**src/rtl/clk_meter_pkg.sv**
```systemverilog
// Shared types and defaults for the clock meter.
package clk_meter_pkg;

  localparam int unsigned CNT_W_DEF = 16;

  typedef enum logic [2:0] {
    ST_IDLE,
    ST_ARM,
    ST_HIGH,
    ST_LOW,
    ST_DONE
  } state_e;

endpackage

```
**src/rtl/clk_meter_sync.sv**
```systemverilog
// Synchronizer chain plus edge register for the measured clock.
// rise_o/fall_o are single-cycle strobes derived from the last sync stage.
module clk_meter_sync #(
  parameter int unsigned SYNC_STAGES = 2
) (
  input  logic clk,
  input  logic rst_n,
  input  logic meas_i,
  output logic rise_o,
  output logic fall_o
);

  logic [SYNC_STAGES-1:0] sync_q;
  logic                   prev_q;

  // Shift meas_i through the synchronizer and remember the previous synced level
  always_ff @(posedge clk or negedge rst_n) begin
    if (!rst_n) begin
      sync_q <= '0;
      prev_q <= 1'b0;
    end else begin
      sync_q <= {sync_q[SYNC_STAGES-2:0], meas_i};
      prev_q <= sync_q[SYNC_STAGES-1];
    end
  end

  // Edge strobes from synced level versus previous level
  always_comb begin
    rise_o = sync_q[SYNC_STAGES-1] & ~prev_q;
    fall_o = ~sync_q[SYNC_STAGES-1] & prev_q;
  end

endmodule

```
**src/rtl/clk_meter.sv**
```systemverilog
// Clock meter: measures period, high time and (optionally) phase of an
// asynchronous clock against clk. Optional phase logic: CLK_METER_PHASE_EN.
module clk_meter
  import clk_meter_pkg::*;
#(
  parameter int unsigned CNT_W       = CNT_W_DEF,
  parameter int unsigned SYNC_STAGES = 2
) (
  input  logic             clk,
  input  logic             rst_n,
  input  logic             meas_in,
  input  logic             start,
  input  logic             ref_pulse,
  output logic             busy,
  output logic             meas_valid,
  output logic [CNT_W-1:0] period_cnt,
  output logic [CNT_W-1:0] high_cnt,
  output logic [CNT_W-1:0] phase_cnt,
  output logic             phase_hit,
  output logic             ovf
);

  localparam logic [CNT_W-1:0] CNT_MAX = '1;
  localparam logic [CNT_W-1:0] CNT_ONE = CNT_W'(1);

  state_e           state_q, state_d;
  logic [CNT_W-1:0] cnt_q, cnt_d;
  logic [CNT_W-1:0] period_q, period_d;
  logic [CNT_W-1:0] high_q, high_d;
  logic             ovf_q, ovf_d;
  logic             rise, fall;
  logic             accept;
  logic             cnt_sat;

  clk_meter_sync #(
    .SYNC_STAGES(SYNC_STAGES)
  ) u_sync (
    .clk   (clk),
    .rst_n (rst_n),
    .meas_i(meas_in),
    .rise_o(rise),
    .fall_o(fall)
  );

  // Start is honoured only when not busy (IDLE, or DONE where busy is already low)
  always_comb begin
    accept  = start && (state_q == ST_IDLE || state_q == ST_DONE);
    cnt_sat = (cnt_q == CNT_MAX);
  end

  // FSM state and measurement registers
  always_ff @(posedge clk or negedge rst_n) begin
    if (!rst_n) begin
      state_q  <= ST_IDLE;
      cnt_q    <= '0;
      period_q <= '0;
      high_q   <= '0;
      ovf_q    <= 1'b0;
    end else begin
      state_q  <= state_d;
      cnt_q    <= cnt_d;
      period_q <= period_d;
      high_q   <= high_d;
      ovf_q    <= ovf_d;
    end
  end

  // Next-state, counter and capture logic; saturation takes priority over edges
  always_comb begin
    state_d    = state_q;
    cnt_d      = cnt_q;
    period_d   = period_q;
    high_d     = high_q;
    ovf_d      = ovf_q;
    busy       = 1'b0;
    meas_valid = 1'b0;
    case (state_q)
      ST_IDLE: begin
        if (accept) begin
          state_d = ST_ARM;
          cnt_d   = '0;
          ovf_d   = 1'b0;
        end
      end
      ST_ARM: begin
        busy = 1'b1;
        if (cnt_sat) begin
          state_d  = ST_DONE;
          ovf_d    = 1'b1;
          period_d = '1;
          high_d   = '1;
        end else if (rise) begin
          state_d = ST_HIGH;
          cnt_d   = CNT_ONE;
        end else begin
          cnt_d = cnt_q + CNT_ONE;
        end
      end
      ST_HIGH: begin
        busy = 1'b1;
        if (cnt_sat) begin
          state_d  = ST_DONE;
          ovf_d    = 1'b1;
          period_d = '1;
          high_d   = '1;
        end else begin
          cnt_d = cnt_q + CNT_ONE;
          if (fall) begin
            high_d  = cnt_q;
            state_d = ST_LOW;
          end
        end
      end
      ST_LOW: begin
        busy = 1'b1;
        if (cnt_sat) begin
          state_d  = ST_DONE;
          ovf_d    = 1'b1;
          period_d = '1;
        end else if (rise) begin
          period_d = cnt_q;
          state_d  = ST_DONE;
        end else begin
          cnt_d = cnt_q + CNT_ONE;
        end
      end
      ST_DONE: begin
        meas_valid = 1'b1;
        if (accept) begin
          state_d = ST_ARM;
          cnt_d   = '0;
          ovf_d   = 1'b0;
        end else begin
          state_d = ST_IDLE;
        end
      end
      default: state_d = ST_IDLE;
    endcase
  end

  // Result outputs are the capture registers
  always_comb begin
    period_cnt = period_q;
    high_cnt   = high_q;
    ovf        = ovf_q;
  end

`ifdef CLK_METER_PHASE_EN
  logic [CNT_W-1:0] phase_q, phase_d;
  logic             hit_q, hit_d;

  // Phase counter and hit flag registers
  always_ff @(posedge clk or negedge rst_n) begin
    if (!rst_n) begin
      phase_q <= '0;
      hit_q   <= 1'b0;
    end else begin
      phase_q <= phase_d;
      hit_q   <= hit_d;
    end
  end

  // Counting runs through the rise-detect cycle, so a ref_pulse coincident
  // with the rise reads 0 and each earlier cycle adds one
  always_comb begin
    phase_d = phase_q;
    hit_d   = hit_q;
    if (accept) begin
      phase_d = '0;
      hit_d   = 1'b0;
    end else if (state_q == ST_ARM) begin
      if (!hit_q && ref_pulse) begin
        hit_d   = 1'b1;
        phase_d = '0;
      end else if (hit_q && phase_q != CNT_MAX) begin
        phase_d = phase_q + CNT_ONE;
      end
    end
  end

  // Phase outputs
  always_comb begin
    phase_cnt = phase_q;
    phase_hit = hit_q;
  end
`else
  logic unused_ref_pulse;

  // Phase logic omitted: ports tied low, ref_pulse ignored
  always_comb begin
    unused_ref_pulse = ref_pulse;
    phase_cnt        = '0;
    phase_hit        = 1'b0;
  end
`endif

endmodule

```
**config.mk**
```make
export PLATFORM = sky130hd
export DESIGN_NAME = clk_meter
export DESIGN_NICKNAME = d
export VERILOG_FILES = /design/src/rtl/clk_meter_pkg.sv /design/src/rtl/clk_meter_sync.sv /design/src/rtl/clk_meter.sv
export SDC_FILE = /design/constraint.sdc
export NUM_CORES = 1
export LEC_CHECK = 0
export BUFFER_PORTS_ARGS = -buffer_cell sky130_fd_sc_hd__buf_2
export CAP_MARGIN = 20
export CORE_ASPECT_RATIO = 1.25
export CORE_UTILIZATION = 35
export DETAILED_ROUTE_END_ITERATION = 12
export PLACE_DENSITY = 0.66
export SYNTH_ARGS = -nofsm -noshare
export SYNTH_HDL_FRONTEND = slang
export SYNTH_SLANG_ARGS = --single-unit
```
**constraint.sdc**
```tcl
create_clock -name clk -period 2.02 [get_ports clk]
set_input_delay 0.404 -clock clk [delete_from_list [all_inputs] [get_ports clk]]
set_output_delay 0.404 -clock clk [all_outputs]
set_load 0.005 [all_outputs]
```
======== Yosys cells after proc, flatten, opt, wreduce, memory -nomap -nowiden ========
Cells that the tools add are included.
operators by class
  $add $sub $neg .......................... 1
  multipliers ............................. 0
  divide/modulo/power cells ............... 0
  order comparisons ....................... 0
  equality and inequality tests ........... 17
  shift-type cells ........................ 0
  muxes and demuxes ....................... 28
  bitwise logic cells ..................... 4
  reductions and logical operators ........ 15
operators with widths
  kind                   count
  $mux 16                11
  $pmux 16 s2            2
  $pmux 16 s4            1
  $mux 3                 7
  $add 16x1->16 const B  1
  $eq 16x16->1 const B   1
  $pmux 3 s5             1
  $ne 2x2->1 const B     6
  $ne 3x3->1 const B     3
  $reduce_and 3->1       3
  $eq 3x2->1 const B     2
  $ne 2x1->1 const B     3
  $reduce_and 6->1       1
  $reduce_bool 2->1      3
  $mux 1                 5
  $reduce_and 4->1       1
  $reduce_bool 4->1      1
  $reduce_or 2->1        2
  $eq 3x1->1 const B     1
  $eq 3x3->1 const B     1
  $logic_not 3->1        1
  $reduce_or 3->1        1
  $and 1x1->1            2
  $not 1->1              2
  other kinds (3)        3
word-level totals
  bits in registers ....................... 55
  bits in latches ......................... 0
  memory bits (writable) .................. 0
  bits in read-only memories .............. 0
  bits of input ports ..................... 5
  output and inout bits ................... 52
  logic and storage cells ................. 72
  memories kept ........................... 0

======== Depth between registers and ports, before layout ========
Gate-level depths: netlist of run 1.
  word-level depth ........................ 5
  gate-level depth with buffers ........... 8
  gate-level depth less buffers ........... 6

======== Cells and area by module ========
Synthesis of run 1 repeated with hierarchy kept, for this count alone.
second synthesis, totals
  cell total of the unflattened synthesis .. 279
  area, all modules ....................... 2,787.7 um^2
by module, submodules not included
  module          times used  cells an instance  area an instance (um^2)  seq. area each (um^2)
  clk_meter       1           274                2,697.6                  1,301.2
  clk_meter_sync  1           5                  90.1                     75.1

======== Worst setup path after synthesis of run 1 ========
No wires, ideal clock.
  path type ............................... reg-to-reg
  start point ............................. reg cnt_q[0]
  end point ............................... reg period_q[12] (netlist: period_cnt[12])
  data arrival time ....................... 1.792 ns
  slack ................................... 0.124 ns
  cell stages (with the launch flop) ...... 9
  buffers on the path ..................... 2
  period minus slack after synthesis ...... 1.896 ns
  path through ............................ dfrtp_1 -> ha_1 -> nand4_1 -> nor2_4 -> and3_1 -> buf_6 -> buf_6 -> nor2_1 -> a221oi_1
on the way
  longest elaborated chain between the ends .. 3
  elaborated cells between the ends (all ways) .. 6
  those cells by class .................... eq/ne: 3; mux: 2; reduce/logical: 1
ends and longest elaborated chain
  what                                                                     line             RTL
  start: declaration                                                       clk_meter.sv:27  logic [CNT_W-1:0] cnt_q, cnt_d;
  start signal: assignment                                                 clk_meter.sv:61  cnt_q <= cnt_d;
  $eq 16x16->1 (*)                                                         clk_meter.sv:48  cnt_sat = (cnt_q == CNT_MAX);
  $ne 3x3->1 (no source line) (tied with other cells)                      n/a
  $reduce_and 3->1 (no source line) / $pmux 16 s2 (equally long branches)  n/a
  end signal: assignment                                                   clk_meter.sv:62  period_q <= period_d;
  end: declaration                                                         clk_meter.sv:28  logic [CNT_W-1:0] period_q, period_d;
Every way passes the cells marked *; elsewhere a longest branch is shown, timed or not.
A chain may end at the register's enable or synchronous reset.

======== Final worst setup path of run 1 ========
  start point ............................. reg cnt_q[10]
  end point ............................... reg state_q[0]
on the way
  longest elaborated chain between the ends .. 3
  elaborated cells between the ends (all ways) .. 9
  those cells by class .................... eq/ne: 4; mux: 4; reduce/logical: 1
ends and longest elaborated chain
  what                                                   line              RTL
  $eq 16x16->1 (*)                                       clk_meter.sv:48
  $mux 3 (tied with other cells)                         clk_meter.sv:116  if (cnt_sat) begin
  $pmux 3 s5 / $reduce_and 4->1 (equally long branches)  n/a
  end signal: assignment                                 clk_meter.sv:60   state_q <= state_d;
  end: declaration                                       clk_meter.sv:26   state_e state_q, state_d;
Marks and branches as above.

==> results.yml, run 1 <==
status:
  status: "completed"
pwr:
  p_leak_nw: 1.65
  power.switching_w: 0.00191
  p_seq_share_pct: 38.8
  worst_ir_drop_vdd_v: 0.000543
  design_power_total_w: 0.00485
  p_comb_share_pct: 45.6
  clockPowerShare_pct: 15.6
  p_sw_share_pct: 39.3
  p_per_area_mw_per_mm2: 1410
  cellInternalPower_w: 0.00294
yosys:
  yosysTopAreaCell: "dfrtp_1"
  synthTopCellsByArea: "dfrtp_1 (47%), a31oi_1 (6.0%), nor3_1 (5.2%)"
  synth_top_area_share_pct: 47.2
  synth-edff-count: 0
  syn_inst: 317
  ys_types: 46
  synthArstFlopShare_pct: 100
  synth-main-ff-cell: "dfrtp_1"
  post_synth.cell_area_avg_um2: 9.19
  synth_area_mm2: 0.00291
  seq_area_frac_synth_pct: 47.2
  ys_warn_count: 0
  ys_ff_latch: 55
worst_setup_path:
  worstPathRequired_ns: 2.25
  crit_start: "cnt_q[10]"
  crit_type: "reg -> reg"
  r2r_slack_ns: 0.09
  endpoint_kind: "register"
  rr_startpoint: "cnt_q[10]"
  arrival_ns: 2.16
  cp-start-kind: "register"
  r2r_cells: 6
  worstReg2RegEnd: "state_q[0]"
  crit_fanout: 7
timing:
  fmax_mhz: 517
  final_max_slew_viol_count: 0
  grt_setup_unrepaired: "true"
  hold_violations: 0
  layout_setup_ws_ns: 0.0855
  worst_pin_slew_ns: 0.595
  skew_ns: 0.00968
  setup_viol: 0
  slew_headroom_pct: 60.3
  finalCriticalPeriod_ns: 1.93
  fin_crit_sh_pct: 95.8
routing:
  dr.pass1.iters: 4
  vias: 2468
  drt_iter0_drc: 161
  drt_wl_total_mm: 6.82
  via_per_inst: 5.24
  drcViolationCount: 0
  antenna_left: 0
  wl_per_cell_um: 14.5
die:
  core_mm2: 0.00793
  ios: 57
  die_x_um: 83.6
  fp.dieH_um: 104
  die_area_mm2: 0.00870
  rows: 36
  start_util_pct: 36.8
global_routing:
  grt_max_degree: 36
  grt_pass1_wl_mm: 11.9
  grt_antenna_before_repair: 0
  grt-ovfl-total: 0
  grt_pass1_vias: 2478
  track_usage_pct: 16.6
clock_network:
  cts_buffers: 5
  insertion_delay_ns: 0.32
  cts_root_buffer: "clkbuf_8"
  numClockSinks: 55
  htree_levels: 2
  path_clk_slew_ns: 0.11
  tritoncts: "done"
  cts_buffer_depth: 2
final_layout:
  drive_gt1_share_pct: 25.5
  diodes: 0
  fin_cells: 471
  final_cell_mix: "dfrtp_1 (55), buf_2 (38), buf_4 (34)"
  nets: 381
  fin_area_mm2: 0.00345
  final_util_pct: 43.5
  synthToLayoutAreaGrowth_pct: 18.4
  final_common_cell: "dfrtp_1"
  fill_cells: 796
job:
  drv_cap: 0
placed_design:
  place_congestion: 0.843
  port_buffers: 38
  dp_cells: 463
  dp_slack_ns: -0.0945
  hpwl_mm: 5.01
  dpl_cell_area_mm2: 0.00330
min_path:
  worstHoldPathType: "in -> async"
## cells by family after synthesis
kind of cell / synth area share, %
adder cells (fa/ha/maj): 0.429
buffers and inverters: 13.8
AO/OA/AOI/OAI: 21.1
other: 0.129
flip-flops: 47.2
XOR/XNOR: 0.301
AND/OR/NAND/NOR: 16.3
multiplexers: 0.730
## through the flow
step	TNS, ns	hold WS (ns)
5_1_grt	-0.0116	0.0560
3_5_place_dp	-0.370	0.342
3_3_place_gp	-0.266	0.334
6_report	0	0.0339
4_1_cts	0	0.0518
2_1_floorplan	0	0.108
## cell type report
cell class / instances / area [um^2] / area share (%)
flip-flops and latches: 55 / 1380 / 39.9
multi-input cells: 205 / 1230 / 35.7
repair buffers: 74 / 485 / 14.1
inverters: 34 / 128 / 3.70
well taps: 95 / 119 / 3.45
clock buffers: 6 / 72.6 / 2.10
clock inverters: 2 / 38.8 / 1.12
## repair_timing
item                       4_1_cts  5_1_grt
hold buffers                     0        0
pin swaps                        0        1
setup endpoints to repair       26       31
setup buffers                    0        0
gates resized for setup          2        7
## Yosys cell counts (all sizes together) (7+ instances only)
library cell / count
nor3: 30
nand2: 16
nor2: 21
a31oi: 28
nand3: 9
a21oi: 21
buf: 31
clkbuf: 8
dfrtp: 55
a211oi: 7
inv: 33
a221oi: 12
## power by group through the flow
stage                     logic, W  registers, W  clock network (W)
after detailed placement   0.00216       0.00191                  0
after global routing       0.00247       0.00196           0.000813
after global placement     0.00211       0.00189                  0
after floorplan            0.00119       0.00195                  0
after CTS                  0.00219       0.00188           0.000771
final                      0.00221       0.00188           0.000756
## state kept, by name, summed over array words and instances (netlist names)
| signal | count |
|---|---|
| cnt_q | 16 |
| high_cnt | 16 |
| period_cnt | 16 |
| state_q | 3 |
| u_sync.sync_q | 2 |
| ovf | 1 |
| u_sync.prev_q | 1 |
## worst max-delay path: stages, from the launching register on
cell     delay (ns)
dfrtp_1        0.40
and4_4         0.20
and4_1         0.23
buf_4          0.17
and2_1         0.25
or3_1          0.38
a32oi_1        0.22
## how the worst max path moves through the flow
| stage | to | depth (start not counted) |
|---|---|---|
| CTS | high_cnt[1] | 7 |
| global placement | cnt_q[10] | 6 |
| detailed placement | cnt_q[9] | 6 |
| finish | state_q[0] | 6 |
| floorplan | period_cnt[12] | 8 |
| global route | period_cnt[10] | 7 |
## layer usage
metal	share of wire [%]	up-vias	wire length, um	GRT usage [%]
met4	1.2	0	85	4.96
met5	0	-	0	0
met1	46	1174	3150	22.6
met3	3.7	6	250	2.70
li1	-	1221	-	-
met2	49	67	3340	27.2
No activity file was read; power rests on OpenSTA's default activity.
==> inputs of run 2 (changes only) <==
==> constraint.sdc (replaced) <==
create_clock -name clk -period 2.02 [get_ports clk]
set_input_delay 0.303 -clock clk [delete_from_list [all_inputs] [get_ports clk]]
set_output_delay 0.303 -clock clk [all_outputs]
set_load 0.005 [all_outputs]
==> run 2 against run 1 <==
Effect of this change:
- via count up 1.1%
- sequential share of layout area is 0.087 points lower
- utilization is 0.095 points higher
- first-iteration DRC count up 8.7%
- flip-flop and latch count stayed put
- wire length is 2.3% lower
- sequential power is essentially flat
- largest cell class unchanged
- largest power group unchanged
- highest routed layer unchanged
==> results.yml, run 2 (same netlist as run 1, synthesis figures left out) <==
final_layout:
  diodes: 0
  final_common_cell: "dfrtp_1"
  fill_cells: 781
  final_util_pct: 43.6
  final_cell_mix: "dfrtp_1 (55), buf_2 (38), buf_4 (35)"
  drive_gt1_share_pct: 25.5
  synthToLayoutAreaGrowth_pct: 18.6
  fin_area_mm2: 0.00346
  nets: 383
worst_setup_path:
  arrival_ns: 2.07
  max_stage_delay_ns: 0.40
  crit_top_cell: "buf_4"
  cpMaxStageDelayCell: "dfrtp_1"
  cp-start-kind: "register"
  crit_fanout: 7
  timing.critical_path.buf_inv: 2
  endpoint_kind: "register"
  worstPathRequired_ns: 2.20
  crit_type: "reg -> reg"
  cp_top_family: "compound AO/OA/AOI/OAI gates"
  path_cells: "and4_4, and4_1, buf_4, a22o_2, buf_4, a211oi_1, a221oi_1"
routing:
  drt_wl_total_mm: 6.67
  wl_per_cell_um: 14.1
  drcViolationCount: 0
  via_per_inst: 5.29
  antenna_left: 0
  vias: 2496
  dr.pass1.iters: 4
  drt_iter0_drc: 175
die:
  die_area_mm2: 0.00870
  fp.dieH_um: 104
  die_x_um: 83.6
  start_util_pct: 36.8
  ios: 57
  rows: 36
  core_mm2: 0.00793
clock_network:
  tritoncts: "done"
  insertion_delay_ns: 0.31
  htree_levels: 2
  cts_root_buffer: "clkbuf_8"
  cts_buffers: 5
  cts_buffer_depth: 2
  path_clk_slew_ns: 0.10
  numClockSinks: 55
timing:
  finalCriticalPeriod_ns: 1.90
  worst_pin_slew_ns: 0.601
  slew_headroom_pct: 59.9
  setup_viol: 0
  fmax_mhz: 527
  hold_slack_ns: 0.0935
  fin_crit_sh_pct: 93.9
  final_max_slew_viol_count: 0
  hold_violations: 0
  skew_ns: 0.00669
placed_design:
  hpwl_mm: 4.86
  place_congestion: 0.889
  port_buffers: 38
  dpl_cell_area_mm2: 0.00330
pwr:
  p_leak_nw: 1.65
  p_per_area_mw_per_mm2: 1390
  worst_ir_drop_vdd_v: 0.000550
min_path:
  worstHoldPathType: "in -> reg"
global_routing:
  grt_max_degree: 36
  grt_antenna_before_repair: 0
  grt_pass1_wl_mm: 11.8
  track_usage_pct: 16.3
  grt_pass1_vias: 2422
  grt-ovfl-total: 0
job:
  drv_cap: 0
status:
  status: "completed"
-- run 2: power by group --
group | switching [W] | internal, W
sequential | 0.000295 | 0.00157
combinational | 0.00122 | 0.000995
clock | 0.000362 | 0.000363
-- run 2: area by class of cell --
cell class                      count  area, um^2  area share, %
Clock inverter                      2        37.5           1.09
Inverter                           34         128           3.69
Sequential cell                    55        1380           39.8
Clock buffer                        5        68.8           1.99
Timing Repair Buffer               76         503           14.5
Tap cell                           95         119           3.44
Multi-Input combinational cell    205        1220           35.4
-- run 2: path summary, 6_finish.rpt --
kind                                  start  cells after the start  slack [ns]               end
min                                 meas_in                      1        0.09  u_sync.sync_q[0]
max in group asynchronous             rst_n                      3        0.97     period_cnt[9]
min in group asynchronous             rst_n                      2        0.49  u_sync.sync_q[0]
max reg2reg                       cnt_q[10]                      7        0.12    period_cnt[10]
max                               cnt_q[10]                      7        0.12    period_cnt[10]
min reg2reg                u_sync.sync_q[0]                      0        0.36  u_sync.sync_q[1]
-- run 2: metal layers --
| metal | vias up | wire length [um] | global-route usage (%) |
|---|---|---|---|
| met5 | - | 0 | 0 |
| met3 | 10 | 324 | 2.38 |
| met1 | 1181 | 3080 | 22.7 |
| li1 | 1223 | - | - |
| met4 | 0 | 119 | 5.81 |
| met2 | 82 | 3150 | 25.7 |
-- run 2: what timing repair did --
action	4_1_cts	5_1_grt
gates resized for setup	2	7
setup endpoints to repair	16	30
hold endpoints to repair	20	0
pin swaps	0	1
hold buffers	1	0
setup buffers	0	1
-- run 2: through the flow --
stage               setup TNS [ns]  cells  worst slack (ns)  power (W)
finish                           0    472             0.123    0.00480
floorplan                        0    333             0.124    0.00315
global placement            -0.172    463           -0.0495    0.00400
CTS                              0    471            0.0666    0.00481
global route              -0.00144    472          -0.00144    0.00524
detailed placement          -0.406    463            -0.106    0.00406
==> inputs of run 3 (changes only) <==
--- a/config.mk
+++ b/config.mk
@@ -10,7 +10,7 @@
 export CORE_ASPECT_RATIO = 1.25
 export CORE_UTILIZATION = 35
 export DETAILED_ROUTE_END_ITERATION = 12
-export PLACE_DENSITY = 0.66
+export PLACE_DENSITY = 0.64
 export SYNTH_ARGS = -nofsm -noshare
 export SYNTH_HDL_FRONTEND = slang
 export SYNTH_SLANG_ARGS = --single-unit
==> constraint.sdc (replaced) <==
create_clock -name clk -period 2.3 [get_ports clk]
set_input_delay 0.345 -clock clk [delete_from_list [all_inputs] [get_ports clk]]
set_output_delay 0.345 -clock clk [all_outputs]
set_load 0.005 [all_outputs]
==> run 3 against run 2 <==
Effect of this change:
- combinational power is 28% lower
- critical path depth is 2 lower
- power shrank 17%
- final cell count fell by 4.4%
- worst setup slack gained 0.090 ns
- clock skew about the same
- clock-buffer cell count is 2 higher
- wire length is 2.7% lower
- register-to-register slack gained 0.09 ns
- sequential power is 4% lower
- largest cell class unchanged
==> results.yml, run 3 (same netlist as run 1, synthesis figures left out) <==
pwr:
  cellInternalPower_w: 0.00238
  p_seq_share_pct: 45.1
  worst_ir_drop_vdd_v: 0.000547
  clockPowerShare_pct: 14.9
  p_comb_share_pct: 40.0
  power.switching_w: 0.00159
  p_leak_nw: 1.52
  p_sw_share_pct: 40.0
  p_per_area_mw_per_mm2: 1230
die:
  fp.dieH_um: 104
  die_x_um: 83.6
  core_mm2: 0.00793
  die_area_mm2: 0.00870
  start_util_pct: 36.8
  rows: 36
  ios: 57
worst_setup_path:
  rr_startpoint: "cnt_q[9]"
  cpMaxStageDelayCell: "dfrtp_1"
  cp-start-kind: "register"
  crit_fanout: 16
  r2r_slack_ns: 0.21
  max_stage_delay_ns: 0.49
  worstReg2RegEnd: "high_cnt[8]"
  crit_type: "reg -> reg"
  worstPathRequired_ns: 2.53
  timing.critical_path.buf_inv: 0
  crit_cells: 5
  endpoint_kind: "register"
  arrival_ns: 2.32
  crit_end: "high_cnt[8]"
  path_cells: "and4_4, and4_1, a21oi_4, or2_1, a31oi_1"
  crit_start: "cnt_q[9]"
  cp_top_family: "simple AND/OR/NAND/NOR gates"
  r2r_cells: 5
final_layout:
  nets: 361
  final_common_cell: "dfrtp_1"
  synthToLayoutAreaGrowth_pct: 11.0
  final_cell_mix: "dfrtp_1 (55), buf_2 (38), inv_1 (33)"
  drive_gt1_share_pct: 19.7
  diodes: 0
  fill_cells: 796
  fin_area_mm2: 0.00323
global_routing:
  track_usage_pct: 15.4
  grt-ovfl-total: 0
  grt_pass1_wl_mm: 11.1
  grt_antenna_before_repair: 0
  grt_max_degree: 28
  grt_pass1_vias: 2261
routing:
  dr.pass1.iters: 4
  drcViolationCount: 0
  drt_iter0_drc: 125
  vias: 2367
  drt_wl_total_mm: 6.49
  wl_per_cell_um: 14.4
  antenna_left: 0
  via_per_inst: 5.25
status:
  status: "completed"
timing:
  layout_setup_ws_ns: 0.213
  fin_crit_sh_pct: 90.8
  skew_ns: 0.00702
  hold_slack_ns: 0.0343
  fmax_mhz: 479
  slew_headroom_pct: 58.8
  finalCriticalPeriod_ns: 2.09
  fin_setup_tns_ns: 0
  grt_setup_unrepaired: "false"
  setup_viol: 0
  worst_pin_slew_ns: 0.616
  final_max_slew_viol_count: 0
  hold_violations: 0
min_path:
  worstHoldPathType: "in -> async"
clock_network:
  tritoncts: "done"
  cts_buffer_depth: 2
  numClockSinks: 55
  cts_root_buffer: "clkbuf_8"
  htree_levels: 2
  insertion_delay_ns: 0.31
  cts_buffers: 5
  path_clk_slew_ns: 0.10
placed_design:
  hpwl_mm: 4.68
  dpl_cell_area_mm2: 0.00312
  dp_slack_ns: 0.112
  port_buffers: 38
  place_congestion: 0.836
job:
  drv_cap: 0
run 3: cell types whose count changed in the layout (fill, tap and decap cells not counted), sizes merged:
cell         delta
bufinv          -1
dlygate4sd3     -1
clkbuf          +2
buf            -21
run 3: worst min-delay path by stage:
stage | depth (start not counted) | start | end
after floorplan | 0 | rst_n | cnt_q[0]
after global placement | 0 | u_sync.sync_q[0] | u_sync.sync_q[1]
after detailed placement | 0 | u_sync.sync_q[0] | u_sync.sync_q[1]
after CTS | 1 | rst_n | u_sync.sync_q[0]
after global routing | 1 | rst_n | cnt_q[2]
final | 1 | rst_n | high_cnt[1]
run 3: final cells by class:
type                            count  area, um^2  share of cell area [%]
Sequential cell                    55        1380                    42.6
Inverter                           34         128                    3.95
Clock inverter                      1        7.51                   0.232
Timing Repair Buffer               54         310                    9.59
Multi-Input combinational cell    205        1200                    37.0
Tap cell                           95         119                    3.68
Clock buffer                        7        96.3                    2.98
run 3: metal layers:
layer  up-vias  track usage [%]  wire length, um
met2        69             24.3             3060
met5         -                0                0
met1      1110             21.2             3070
met4         0             4.60               68
met3         5             3.10              299
li1       1183                -                -
run 3: metrics by stage:
step                      power, W  util, %  instances
final                      0.00397     40.8        451
after global routing       0.00430     40.8        451
after CTS                  0.00398     40.7        450
after detailed placement   0.00339     39.4        442
after global placement     0.00334     39.4        442
after floorplan            0.00276        -        333
run 3: timing repair:
item,4_1_cts,5_1_grt
gates resized for setup,0,1
setup buffers,0,0
hold buffers,0,0
endpoints found under the setup margin,0,15
run 3: power by group through the flow:
stage	combinational (W)	sequential (W)	clock, W
6_report	0.00159	0.00179	0.000593
4_1_cts	0.00159	0.00179	0.000606
3_5_place_dp	0.00159	0.00180	0
3_3_place_gp	0.00154	0.00181	0
5_1_grt	0.00178	0.00187	0.000642
2_1_floorplan	0.00105	0.00172	0
